--- src/rtl/mc_ctrl_pkg.sv ---
// Shared encodings for the multi-cycle RV32 control unit.
// Holds state codes, opcodes, mux selects, ALU codes and the imm decoder.
package mc_ctrl_pkg;

  typedef enum logic [3:0] {
    FETCH    = 4'd0,
    DECODE   = 4'd1,
    MEMADR   = 4'd2,
    MEMREAD  = 4'd3,
    MEMWB    = 4'd4,
    MEMWRITE = 4'd5,
    EXECR    = 4'd6,
    EXECI    = 4'd7,
    ALUWB    = 4'd8,
    BEQ      = 4'd9,
    JAL      = 4'd10,
    HALT     = 4'd11
  } state_t;

  localparam logic [6:0] OP_LW  = 7'b0000011;
  localparam logic [6:0] OP_SW  = 7'b0100011;
  localparam logic [6:0] OP_R   = 7'b0110011;
  localparam logic [6:0] OP_I   = 7'b0010011;
  localparam logic [6:0] OP_BEQ = 7'b1100011;
  localparam logic [6:0] OP_JAL = 7'b1101111;

  localparam logic [1:0] RES_ALUOUT = 2'b00;
  localparam logic [1:0] RES_DATA   = 2'b01;
  localparam logic [1:0] RES_ALURES = 2'b10;

  localparam logic [1:0] SRCA_PC    = 2'b00;
  localparam logic [1:0] SRCA_OLDPC = 2'b01;
  localparam logic [1:0] SRCA_REG   = 2'b10;

  localparam logic [1:0] SRCB_REG  = 2'b00;
  localparam logic [1:0] SRCB_IMM  = 2'b01;
  localparam logic [1:0] SRCB_FOUR = 2'b10;

  localparam logic [1:0] IMM_I = 2'b00;
  localparam logic [1:0] IMM_S = 2'b01;
  localparam logic [1:0] IMM_B = 2'b10;
  localparam logic [1:0] IMM_J = 2'b11;

  localparam logic [1:0] ALUOP_ADD = 2'b00;
  localparam logic [1:0] ALUOP_SUB = 2'b01;
  localparam logic [1:0] ALUOP_FN  = 2'b10;

  localparam logic [2:0] ALU_ADD = 3'b000;
  localparam logic [2:0] ALU_SUB = 3'b001;
  localparam logic [2:0] ALU_AND = 3'b010;
  localparam logic [2:0] ALU_OR  = 3'b011;
  localparam logic [2:0] ALU_SLT = 3'b101;

  // Immediate format depends only on the opcode, never on state.
  function automatic logic [1:0] imm_sel(input logic [6:0] op);
    logic [1:0] s;
    s = IMM_I;
    unique case (1'b1)
      op == OP_SW:  s = IMM_S;
      op == OP_BEQ: s = IMM_B;
      op == OP_JAL: s = IMM_J;
      default:      s = IMM_I;
    endcase
    return s;
  endfunction

endpackage

--- src/rtl/alu_decoder.sv ---
// Combinational ALU control decoder.
// In: alu_op, funct3, op5, funct7b5. Out: alu_control.
module alu_decoder
  import mc_ctrl_pkg::*;
(
  input  logic [1:0] alu_op,
  input  logic [2:0] funct3,
  input  logic       op5,
  input  logic       funct7b5,
  output logic [2:0] alu_control
);

  always_comb begin
    alu_control = ALU_ADD;
    unique case (alu_op)
      ALUOP_SUB: alu_control = ALU_SUB;
      ALUOP_FN: begin
        unique case (funct3)
          // addi has no funct7, so only R-type may subtract
          3'b000:  alu_control = (op5 & funct7b5) ? ALU_SUB : ALU_ADD;
          3'b010:  alu_control = ALU_SLT;
          3'b110:  alu_control = ALU_OR;
          3'b111:  alu_control = ALU_AND;
          default: alu_control = ALU_ADD;
        endcase
      end
      default: alu_control = ALU_ADD;
    endcase
  end

endmodule

--- src/rtl/multicycle_control_fsm.sv ---
// Main control FSM of the multi-cycle RV32 subset core.
// In: clk, rst, opcode, funct3, funct7b5, zero. Out: datapath/memory controls, illegal, dbg_state.
module multicycle_control_fsm
  import mc_ctrl_pkg::*;
#(
  parameter int STATE_W      = 4,
  parameter bit ILLEGAL_TRAP = 1'b0
) (
  input  logic               clk,
  input  logic               rst,
  input  logic [6:0]         opcode,
  input  logic [2:0]         funct3,
  input  logic               funct7b5,
  input  logic               zero,
  output logic               pc_write,
  output logic               adr_src,
  output logic               mem_write,
  output logic               ir_write,
  output logic               reg_write,
  output logic [1:0]         result_src,
  output logic [1:0]         alu_src_a,
  output logic [1:0]         alu_src_b,
  output logic [1:0]         imm_src,
  output logic [2:0]         alu_control,
  output logic               illegal,
  output logic [STATE_W-1:0] dbg_state
);

  state_t     state;
  state_t     state_n;
  state_t     cur;
  logic       illegal_q;
  logic [1:0] alu_op;
  logic       upd;
  logic       br;
  logic       ir_w;
  logic       reg_w;
  logic       mem_w;

  always_ff @(posedge clk) begin
    if (rst) begin
      state     <= FETCH;
      illegal_q <= 1'b0;
    end else begin
      state <= state_n;
      if (state_n == HALT) illegal_q <= 1'b1;
    end
  end

  // Reset presents FETCH decoding; enables are gated separately below.
  assign cur = rst ? FETCH : state;

  always_comb begin
    state_n    = FETCH;
    adr_src    = 1'b0;
    mem_w      = 1'b0;
    ir_w       = 1'b0;
    reg_w      = 1'b0;
    result_src = RES_ALUOUT;
    alu_src_a  = SRCA_PC;
    alu_src_b  = SRCB_REG;
    alu_op     = ALUOP_ADD;
    upd        = 1'b0;
    br         = 1'b0;
    unique case (cur)
      FETCH: begin
        ir_w       = 1'b1;
        alu_src_b  = SRCB_FOUR;
        result_src = RES_ALURES;
        upd        = 1'b1;
        state_n    = DECODE;
      end
      DECODE: begin
        alu_src_a = SRCA_OLDPC;
        alu_src_b = SRCB_IMM;
        unique case (1'b1)
          opcode == OP_LW,
          opcode == OP_SW:  state_n = MEMADR;
          opcode == OP_R:   state_n = EXECR;
          opcode == OP_I:   state_n = EXECI;
          opcode == OP_BEQ: state_n = BEQ;
          opcode == OP_JAL: state_n = JAL;
          default: state_n = ILLEGAL_TRAP ? HALT : FETCH;
        endcase
      end
      MEMADR: begin
        alu_src_a = SRCA_REG;
        alu_src_b = SRCB_IMM;
        state_n   = opcode[5] ? MEMWRITE : MEMREAD;
      end
      MEMREAD: begin
        adr_src = 1'b1;
        state_n = MEMWB;
      end
      MEMWB: begin
        result_src = RES_DATA;
        reg_w      = 1'b1;
      end
      MEMWRITE: begin
        adr_src = 1'b1;
        mem_w   = 1'b1;
      end
      EXECR: begin
        alu_src_a = SRCA_REG;
        alu_op    = ALUOP_FN;
        state_n   = ALUWB;
      end
      EXECI: begin
        alu_src_a = SRCA_REG;
        alu_src_b = SRCB_IMM;
        alu_op    = ALUOP_FN;
        state_n   = ALUWB;
      end
      ALUWB: reg_w = 1'b1;
      BEQ: begin
        alu_src_a = SRCA_REG;
        alu_op    = ALUOP_SUB;
        br        = 1'b1;
      end
      JAL: begin
        alu_src_a = SRCA_OLDPC;
        alu_src_b = SRCB_FOUR;
        upd       = 1'b1;
        state_n   = ALUWB;
      end
      HALT:    state_n = HALT;
      default: state_n = FETCH;
    endcase
  end

  assign pc_write  = ~rst & (upd | (br & zero));
  assign ir_write  = ~rst & ir_w;
  assign reg_write = ~rst & reg_w;
  assign mem_write = ~rst & mem_w;
  assign imm_src   = imm_sel(opcode);
  assign illegal   = illegal_q;
  assign dbg_state = STATE_W'(cur);

  alu_decoder u_alu_dec (
    .alu_op      (alu_op),
    .funct3      (funct3),
    .op5         (opcode[5]),
    .funct7b5    (funct7b5),
    .alu_control (alu_control)
  );

endmodule

--- config.mk ---
export PLATFORM = sky130hd
export DESIGN_NAME = multicycle_control_fsm
export DESIGN_NICKNAME = d
export VERILOG_FILES = /design/src/rtl/mc_ctrl_pkg.sv /design/src/rtl/alu_decoder.sv /design/src/rtl/multicycle_control_fsm.sv
export SDC_FILE = /design/constraint.sdc
export NUM_CORES = 1
export LEC_CHECK = 0
export ABC_CLOCK_PERIOD_IN_PS = 3400
export BUFFER_PORTS_ARGS = -buffer_cell sky130_fd_sc_hd__buf_2
export CAP_MARGIN = 20
export CORE_MARGIN = 2
export CORE_UTILIZATION = 40
export CTS_BUF_LIST = sky130_fd_sc_hd__clkbuf_4 sky130_fd_sc_hd__clkbuf_8 sky130_fd_sc_hd__clkbuf_16
export DETAILED_ROUTE_END_ITERATION = 7
export GPL_TIMING_DRIVEN = 0
export PLACE_DENSITY_LB_ADDON = 0.2
export SYNTH_ARGS = -nofsm -noshare
export SYNTH_HDL_FRONTEND = slang
export SYNTH_SLANG_ARGS = --single-unit
--- constraint.sdc ---
create_clock -name clk -period 3.4 [get_ports clk]
set_input_delay 0.34 -clock clk [delete_from_list [all_inputs] [get_ports clk]]
set_output_delay 0.34 -clock clk [all_outputs]
set_load 0.01 [all_outputs]
==> results of run 1 <==
## layer usage
layer	GRT usage, %	up-vias	routed length [µm]
met2	31.7	24	907
li1	-	414	-
met1	17.4	367	737
met5	0	-	0
met3	1.19	0	73
met4	3.43	0	0
## how the worst max path moves through the flow
stage	startpoint	cells after the start	to
2_1_floorplan	state[3]$_SDFF_PP0_	6	alu_control[2]
3_3_place_gp	rst	7	alu_control[2]
3_5_place_dp	rst	7	alu_control[2]
4_1_cts	state[3]$_SDFF_PP0_	7	alu_control[2]
5_1_grt	state[3]$_SDFF_PP0_	7	alu_control[2]
6_report	state[3]$_SDFF_PP0_	7	alu_control[2]
## report_power, final
| group | switching, µW | internal (µW) |
|---|---|---|
| clock network | 26.5 | 42.7 |
| logic | 29.3 | 25.0 |
| registers | 1.74 | 59.9 |
## critical path, stage by stage (launching register included)
cell	delay, ns
dfxtp_1	0.29
buf_2	0.16
buf_6	0.16
nor4_2	0.37
inv_2	0.05
ha_1	0.29
nor4_1	0.21
buf_2	0.18
## cell type report
class / instances / area share, %
buffer: 6 / 4.47
clock buffer: 3 / 2.44
clock inverter: 1 / 0.542
inverter: 11 / 4.47
multi-input combinational: 73 / 56.5
sequential: 5 / 10.8
tap: 17 / 2.30
timing repair buffer: 34 / 18.4
## per-stage QoR
stage,util (%),hold WS (ns)
2_1_floorplan,-,0.503
3_3_place_gp,53.0,0.455
3_5_place_dp,53.0,0.485
6_report,54.7,0.403
5_1_grt,54.7,0.433
4_1_cts,54.7,0.396
## flip-flops by register name, summed over array words and instances, names as in the netlist
signal / flops
illegal: 1
state: 4
## layout by cell type, fill, tap and decap left out, drive strengths merged, types with 2 or more instances in the layout
| cell | n |
|---|---|
| o21ai | 4 |
| nor4 | 4 |
| xnor2 | 3 |
| dfxtp | 5 |
| and2 | 3 |
| nor3 | 5 |
| nor2b | 4 |
| ha | 2 |
| nor2 | 6 |
| a21oi | 7 |
| and2b | 2 |
| and3b | 2 |
| buf | 40 |
| and3 | 4 |
| nor3b | 3 |
| inv | 11 |
| clkbuf | 3 |
| nand2 | 6 |
## kinds of logic (layout without fill, tap and decap cells)
family	count (synthesis)	count (layout)	share of synthesized area, %
xor+xnor	4	4	4.97
simple gates	45	45	43.0
mux	1	1	1.42
flops	5	5	14.2
buf+inv	17	55	11.7
compound gates	21	21	21.1
fa+ha+maj	2	2	3.55
==> impl_results.md, run 1 <==
- Run status: complete, no violations
- Final WS setup: 1.12 ns
- Hold path start: opcode[4]
- Dpl cell area: 896 µm²
- Crit end category: output pin
- Die H: 46.0 µm
- Fraction of layout cells with a size suffix above 1: 42.1%
- I/O Buffers: 34
- TritonCTS clock tree: done
- Final setup viols: 0
- Reg2Reg Depth: 4
- Final min period: 2.28 ns
- Multi-input gate area: 522 µm²
- H-tree depth: 1
- Worst slew pin tran: 0.326 ns
- Routed Antenna Nets: 0
- GPL Wtd Cong: 0.848
- FF+latch area: 100 µm²
- Yosys warnings: 0
- Design area: 923 µm²
- Total number of vias: 805
- Max cap viols: 0
- Final Max Slew Viols: 0
- Crit Path Category: flop to output pin
- Max IR drop VDD: 0.122 mV
- Die width: 46.0 µm
- Avg Inst Size Synth: 7.42 µm²
- Clk sinks: 5
- Congestion Overflow GR: 0
- Pwr/cell area: 201 mW/mm²
- FP Rows: 15
- Post-Route WL: 1720 µm
- Max Fclk: 438 MHz
- Clk buf depth: 2
- # Post-CTS Setup Buffers: 0
- Final period util: 67.1%
- Fin Clk Skew: 0.0120 ns
- Seq/Total Area, Yosys: 14.2%
- Synth area leaders: dfxtp_1 (14%), a21oi_1 (5.0%), xnor2_1 (3.7%)
- Worst rel slew slack: 78.1%
- Clock Latency Late Sink: 0.25 ns
- Syn nets: 111
- TritonCTS buffer count: 3
- Root buf cell: clkbuf_4
- Hold Vio Cnt, Final: 0
- Inst Count DP: 146
- Post-synth EDFFs: 0
- Vias in the first global route: 646
- 1st-iter DRT viols: 9
- Pin count of the biggest net entering global routing: 11
- Die ar.: 0.00211 mm²
- Worst hold path depth: 3
- Crit-path max FO: 10
- Crit Reg-Reg Startpoint: state[2]$_SDFF_PP0_
- Register bit total from synthesis: 5
- Worst Setup Start Kind: flop
- Pre-Repair DR Iteration Count: 4
- Core ar.: 0.00169 mm²
- Arrival time at the worst endpoint: 1.94 ns
- GRT Total Usage: 15.8%
- Hold buffers post-CTS: 0
- Layout area overhead: 31.1%
- Via density per instance: 5.37
- First-pass GRT wire length: 2500 µm
- Synth cell types: 42
- Synth Flop Type: dfxtp_1
- DRC Markers: 0
- Resize count post-CTS: 0
- Initial Utilization: 41.7%
- Leading area contributor after synthesis: dfxtp_1
- Final Net Count: 150
- Clock transition at path regs: 0.05 ns
- Post-Layout Cell Count: 150
- Static Leak: 0.000455 µW
- FFs w/ async S/R, synth: 0%
- Ports: 35
- Dpl hpwl: 1360 µm
- Synth cell count leaders: a21oi_1 (7), inv_1 (6), nand2_1 (6), nor2_1 (6)
- Worst hold path type: primary input to flop
- Final setup TNS: 0 ns
- Worst reg2reg endpoint: state[0]$_SDFF_PP0_
- Unrepaired setup endpoints after global routing: false
- Diode count: 0
- Pre-CTS setup slack: 1.30 ns
- Antenna violations before repair: 0
- Synth Cell Area: 704 µm²
- Detailed-route wire length per cell: 11.5 µm
- Hold EP: state[2]$_SDFF_PP0_
- Mapped Cells: 95
- Flop2flop setup slack: 2.26 ns
- Synth top area share: 14.2%
- Critical Path RT: 3.06 ns
- Final Power: 185 µW
- Filler cell count: 172
- Count leader, synth: a21oi_1
Power figures use the tool's default switching activity.
==> run 2, diff against run 1 <==
--- a/config.mk
+++ b/config.mk
@@ -5,7 +5,7 @@
 export SDC_FILE = /design/constraint.sdc
 export NUM_CORES = 1
 export LEC_CHECK = 0
-export ABC_CLOCK_PERIOD_IN_PS = 3400
+export ABC_CLOCK_PERIOD_IN_PS = 1900
 export BUFFER_PORTS_ARGS = -buffer_cell sky130_fd_sc_hd__buf_2
 export CAP_MARGIN = 20
 export CORE_MARGIN = 2
==> constraint.sdc (replaced) <==
create_clock -name clk -period 1.9 [get_ports clk]
set_input_delay 0.19 -clock clk [delete_from_list [all_inputs] [get_ports clk]]
set_output_delay 0.19 -clock clk [all_outputs]
set_load 0.01 [all_outputs]
==> run 2 against run 1 <==
The flow now finishes with violations (setup timing). Sequential cell count is the same. Clock power up 76%. Critical path depth is 1 lower. Design area increased by 12%. Via count is 2.7% higher. Global-route usage is 0.57 points higher. Hold slack worse by 0.15 ns.
==> impl_results.md, run 2 (synthesis results as in run 1) <==
- I/O Buffers: 34 (unchanged)
- Failing checks: setup timing
- Routed Antenna Nets: 0 (unchanged)
- Post-Route WL: 1840 µm (+7.3%)
- Crit end category: output pin
- Hold Vio Cnt, Final: 0 (unchanged)
- Clk sinks: 5 (unchanged)
- GPL Wtd Cong: 0.848 (unchanged)
- Design area: 0.00103 mm² (+12%)
- Arrival time at the worst endpoint: 1.83 ns (-0.11 ns)
- Fraction of layout cells with a size suffix above 1: 49.6% (+7.5 points)
- Layout area overhead: 46.2%
- DRC Markers: 0 (unchanged)
- H-tree depth: 1 (unchanged)
- Hold buffers post-CTS: 0 (unchanged)
- Fin Clk Skew: 0.00815 ns (-0.00382 ns)
- Critical Path RT: 1.71 ns (-1.35 ns)
- Vias in the first global route: 665 (+2.9%)
- Crit-path max FO: 2 (-8)
- Most common cell after layout, fill and taps aside: buf_2
- Final setup viols: 2 (+2)
- Ports: 35 (unchanged)
- Congestion Overflow GR: 0 (unchanged)
- Worst slew pin tran: 0.323 ns (-0.00257 ns)
- Final period util: 106%
- Run status: finished, violations left
- Total number of vias: 827 (+2.7%)
- 1st-iter DRT viols: 10 (+1)
- Max cap viols: 0 (unchanged)
- Pre-CTS setup slack: -0.00547 ns (-1.30 ns)
- Die width: 46.0 µm (unchanged)
- First-pass GRT wire length: 2590 µm (+3.6%)
- Root buf cell: clkbuf_4
- Pre-Repair DR Iteration Count: 4 (unchanged)
- FP Rows: 15 (unchanged)
- Die ar.: 0.00211 mm² (unchanged)
- Pin count of the biggest net entering global routing: 11 (unchanged)
- Clk buf depth: 2 (unchanged)
- Largest register FFs: 4 (unchanged)
- Crit Path Category: flop to output pin
- Worst rel slew slack: 78.3% (+0.15 points)
- Dpl hpwl: 1360 µm (unchanged)
- Static Leak: 0.000488 µW (+7.2%)
- Final WS setup: -0.116 ns (-1.23 ns)
- Max IR drop VDD: 0.230 mV (+89%)
- Largest register by flop count: state
- Diode count: 0 (unchanged)
- Antenna violations before repair: 0 (unchanged)
- Unrepaired setup endpoints after global routing: true
- Via density per instance: 5.30 (-1.2%)
- Final Net Count: 156 (+4.0%)
- TritonCTS buffer count: 3 (unchanged)
- Core ar.: 0.00169 mm² (unchanged)
- TritonCTS clock tree: done
- Clock transition at path regs: 0.05 ns (about the same)
- Dpl cell area: 896 µm² (unchanged)
- Final Max Slew Viols: 0 (unchanged)
- Worst hold path type: primary input to flop
- Pwr/cell area: 330 mW/mm² (+64%)
- Final min period: 2.02 ns
- Die H: 46.0 µm (unchanged)
- Worst Setup Start Kind: flop
- Max Fclk: 496 MHz
- GRT Total Usage: 16.4% (+0.57 points)
- Commonest cells after routing, fill and taps aside: buf_2 (35), buf_4 (8)
- Initial Utilization: 41.7% (unchanged)
- Detailed-route wire length per cell: 11.8 µm (+3.1%)
- Clock Latency Late Sink: 0.24 ns (about the same)
==> run 2: area by class of cell <==
class | instances | area [µm²]
plain buffers | 6 | 47.5
clock inverters | 1 | 5.00
flip-flops and latches | 5 | 104
inverters | 11 | 41.3
fillers | 158 | 659
repair buffers | 40 | 225
multi-input cells | 73 | 563
well taps | 17 | 21.3
clock buffers | 3 | 22.5
==> run 2: final timing paths <==
check,startpoint,to,slack [ns],cells after the start
max,state[0]$_SDFF_PP0_,alu_control[0],-0.12,6
max reg2reg,state[2]$_SDFF_PP0_,state[0]$_SDFF_PP0_,0.74,4
min reg2reg,illegal$_SDFFE_PP0N_,illegal$_SDFFE_PP0N_,0.49,2
min,opcode[4],state[2]$_SDFF_PP0_,0.25,3
==> run 2: routing by layer <==
layer	vias to the layer above	GRT usage [%]	wire [µm]
met5	-	0	0
met4	0	3.43	0
met3	0	1.19	63
li1	425	-	-
met2	20	32.8	1000
met1	382	18.2	779
==> run 2: timing repair <==
item,CTS,global route
endpoints found under the setup margin,3,3
resized for setup,9,5
pin swaps,5,4
buffers inserted,3,3
==> run 2: metrics by stage <==
step	instances	setup TNS (ns)	total power (µW)	hold WS, ns	utilization (%)
3_5_place_dp	146	-0.00547	210	0.485	53.0
6_report	156	-0.203	340	0.253	61.0
2_1_floorplan	95	0	172	0.353	-
3_3_place_gp	146	0	208	0.455	53.0
4_1_cts	153	-0.192	340	0.246	58.1
5_1_grt	156	-0.435	357	0.283	61.0
==> run 2: report_power, final <==
group          leakage, µW  switching (µW)  internal, µW  total, µW
Sequential       0.0000411            1.23           107        108
Combinational     0.000429            57.8          51.3        109
Clock            0.0000177            45.7          76.3        122
Total             0.000488             105           235        339
==> run 2: worst max-delay path, stage by stage (launching register included) <==
cell     delay [ns]
dfxtp_4        0.34
or2b_4         0.28
nor4b_4        0.32
ha_1           0.31
buf_6          0.13
a21oi_2        0.08
buf_2          0.13
==> run 3, diff against run 2 <==
--- a/config.mk
+++ b/config.mk
@@ -9,11 +9,13 @@
 export BUFFER_PORTS_ARGS = -buffer_cell sky130_fd_sc_hd__buf_2
 export CAP_MARGIN = 20
 export CORE_MARGIN = 2
-export CORE_UTILIZATION = 40
+export CORE_UTILIZATION = 39
 export CTS_BUF_LIST = sky130_fd_sc_hd__clkbuf_4 sky130_fd_sc_hd__clkbuf_8 sky130_fd_sc_hd__clkbuf_16
 export DETAILED_ROUTE_END_ITERATION = 7
 export GPL_TIMING_DRIVEN = 0
 export PLACE_DENSITY_LB_ADDON = 0.2
+export RECOVER_POWER = 100
 export SYNTH_ARGS = -nofsm -noshare
 export SYNTH_HDL_FRONTEND = slang
+export SYNTH_HIERARCHICAL = 1
 export SYNTH_SLANG_ARGS = --single-unit
==> run 3 against run 2 <==
The run still ends with setup timing left. Area after synthesis decreased by 8.5%. Worst setup slack improved by 0.11 ns. Power decreased by 1.6%. Largest power group unchanged.
==> impl_results.md, run 3 <==
- Run status: finished, violations left
- Failing checks: setup timing
- Hold Vio Cnt, Final: 0 (unchanged)
- Dpl cell area: 841 µm² (-6.1%)
- Worst rel slew slack: 72.8% (-5.5 points)
- Worst hold path type: primary input to flop
- Ports: 35 (unchanged)
- Yosys warnings: 6 (+6)
- Max IR drop VDD: 0.416 mV (+81%)
- Crit-path max FO: 4 (+2)
- Synth top area share: 15.5% (+1.3 points)
- Clock Latency Late Sink: 0.23 ns (about the same)
- Final min period: 1.90 ns (-0.113 ns)
- Leading area contributor after synthesis: dfxtp_1
- Routed Antenna Nets: 0 (unchanged)
- Final WS setup: -0.00226 ns (+0.113 ns)
- Crit Path Category: flop to output pin
- Routed wl met3: 104 µm (+65%)
- Top Layer Used: met3
- Commonest cells after routing, fill and taps aside: buf_2 (33), nor2_1 (9), inv_1 (8)
- I/O Buffers: 34 (unchanged)
- Post-Route WL: 1710 µm (-7.1%)
- FP Rows: 14 (-1)
- Largest register by flop count: state
- Synth area leaders: dfxtp_1 (16%), nor2_1 (5.8%), inv_1 (5.2%)
- Fraction of layout cells with a size suffix above 1: 45.7% (-3.9 points)
- Die width: 44.6 µm (-2.9%)
- Worst Setup Start Kind: flop
- Final Max Slew Viols: 0 (unchanged)
- Filler cell count: 154 (-2.5%)
- Crit end category: output pin
- Largest register FFs: 4 (unchanged)
- Avg Inst Size Synth: 7.16 µm² (-3.4%)
- Dpl hpwl: 1340 µm (-1.4%)
- Root buf cell: clkbuf_4
- Post-synth EDFFs: 0 (unchanged)
- Die H: 44.6 µm (-2.9%)
- Synth cell count leaders: nor2_1 (10), inv_1 (9), dfxtp_1 (5)
- GPL Wtd Cong: 0.744 (-12%)
- Pwr/cell area: 357 mW/mm² (+8.2%)
- WL met2: 858 µm (-14%)
- Syn nets: 106 (-4.5%)
- Diode count: 0 (unchanged)
- Synth Cell Area: 644 µm² (-8.5%)
- Synth Flop Type: dfxtp_1
- Clk sinks: 5 (unchanged)
- First-pass GRT wire length: 2490 µm (-4.0%)
- Register bit total from synthesis: 5 (unchanged)
- Unrepaired setup endpoints after global routing: true
- Static Leak: 0.000437 µW (-11%)
- Congestion Overflow GR: 0 (unchanged)
- Antenna violations before repair: 0 (unchanged)
- Max cap viols: 0 (unchanged)
- Arrival time at the worst endpoint: 1.71 ns (-0.12 ns)
- Design area: 936 µm² (-9.1%)
- Mapped Cells: 90 (-5.3%)
- Core ar.: 0.00152 mm² (-9.8%)
- Clk buf depth: 2 (unchanged)
- TritonCTS clock tree: done
- Via density per instance: 5.32 (+0.43%)
- Met1 WL: 748 µm (-4.0%)
- Vias in the first global route: 601 (-9.6%)
- H-tree depth: 1 (unchanged)
- Worst slew pin tran: 0.408 ns (+0.0854 ns)
- GRT Total Usage: 16.3% (-0.12 points)
- Total number of vias: 772 (-6.7%)
- TritonCTS buffer count: 3 (unchanged)
- FFs w/ async S/R, synth: 0% (unchanged)
- Detailed-route wire length per cell: 11.8 µm (about the same)
- DRC Markers: 0 (unchanged)
- Die ar.: 0.00199 mm² (-5.7%)
- Fin Clk Skew: 0.000342 ns (-0.00781 ns)
- Synth cell types: 41 (-2.4%)
- Final Net Count: 146 (-6.4%)
- Clock transition at path regs: 0.04 ns (about the same)
- Final setup viols: 1 (-1)
- 1st-iter DRT viols: 10 (unchanged)
- Initial Utilization: 42.3% (+0.58 points)
- Most common cell after layout, fill and taps aside: buf_2
- Layout area overhead: 45.2%
- Final period util: 100% (-6.0 points)
- Seq/Total Area, Yosys: 15.5% (+1.3 points)
- Core Util, Final: 61.4% (+0.45 points)
- Critical Path RT: 1.71 ns (about the same)
- Count leader, synth: nor2_1
- Pin count of the biggest net entering global routing: 11 (unchanged)
- Pre-Repair DR Iteration Count: 4 (unchanged)
- Max Fclk: 526 MHz (+6.0%)
## run 3: worst paths after layout
path / start / end / slack [ns] / depth (start not counted)
worst min register to register: illegal$_SDFFE_PP0N_ / illegal$_SDFFE_PP0N_ / 0.47 / 2
worst max register to register: state[2]$_SDFF_PP0_ / state[2]$_SDFF_PP0_ / 0.64 / 4
worst min-delay path: opcode[4] / state[2]$_SDFF_PP0_ / 0.25 / 3
worst max-delay path: state[2]$_SDFF_PP0_ / alu_control[1] / -0.002 / 6
## run 3: logic make-up (layout without fill, tap and decap cells)
kind of cell | Yosys count | after routing | synth area share (%)
buffers and inverters | 15 | 54 | 11.5
adder cells (fa/ha/maj) | 2 | 2 | 3.88
AO/OA/AOI/OAI | 16 | 16 | 18.4
XOR/XNOR | 4 | 4 | 5.44
multiplexers | 1 | 1 | 1.75
AND/OR/NAND/NOR | 47 | 47 | 43.5
flip-flops | 5 | 5 | 15.5
## run 3: area by class of cell
class,instances,area (µm²),share of cell area [%]
Inverter,9,33.8,3.61
Multi-Input combinational cell,70,533,57.0
Clock buffer,4,30.0,3.21
Tap cell,16,20.0,2.14
Buffer,4,17.5,1.87
Sequential cell,5,105,11.2
Timing Repair Buffer,37,196,21.0
## run 3: per-stage QoR
stage          power, µW  cells   TNS, ns  hold WS, ns  setup WS (ns)
6_report             334    145  -0.00226        0.247       -0.00226
5_1_grt              353    145    -0.129        0.250        -0.0503
4_1_cts              339    147    -0.487        0.251         -0.186
3_5_place_dp         199    140    -0.419        0.460         -0.163
3_3_place_gp         196    140    -0.241        0.451         -0.108
2_1_floorplan        163     90         0        0.348         0.0224
## run 3: timing repair
item / 4_1_cts / 5_1_grt
pin swaps: 4 / 4
setup buffers: 3 / 0
hold buffers: 0 / 0
endpoints found under the setup margin: 3 / 3
resized for setup: 6 / 10
## run 3: per-layer routing
| layer | track usage [%] | vias to the layer above |
|---|---|---|
| met5 | 0 | - |
| met4 | 0 | 0 |
| met3 | 3.67 | 0 |
| met2 | 29.0 | 26 |
| met1 | 21.0 | 351 |
| li1 | - | 395 |
## run 3: power by group
| group | leakage (µW) | total (µW) | switching [µW] | internal, µW |
|---|---|---|---|---|
| clock | 0.0000184 | 133 | 39.9 | 93.4 |
| combinational | 0.000377 | 89.0 | 47.1 | 41.9 |
| sequential | 0.0000416 | 112 | 4.32 | 107 |
| total | 0.000437 | 334 | 91.4 | 243 |
## run 3: worst max-delay path, cell delays in order, from the launching register on
cell	delay, ns
dfxtp_2	0.33
or2_4	0.26
nor3_4	0.18
inv_2	0.07
ha_4	0.29
and4b_2	0.23
buf_6	0.12
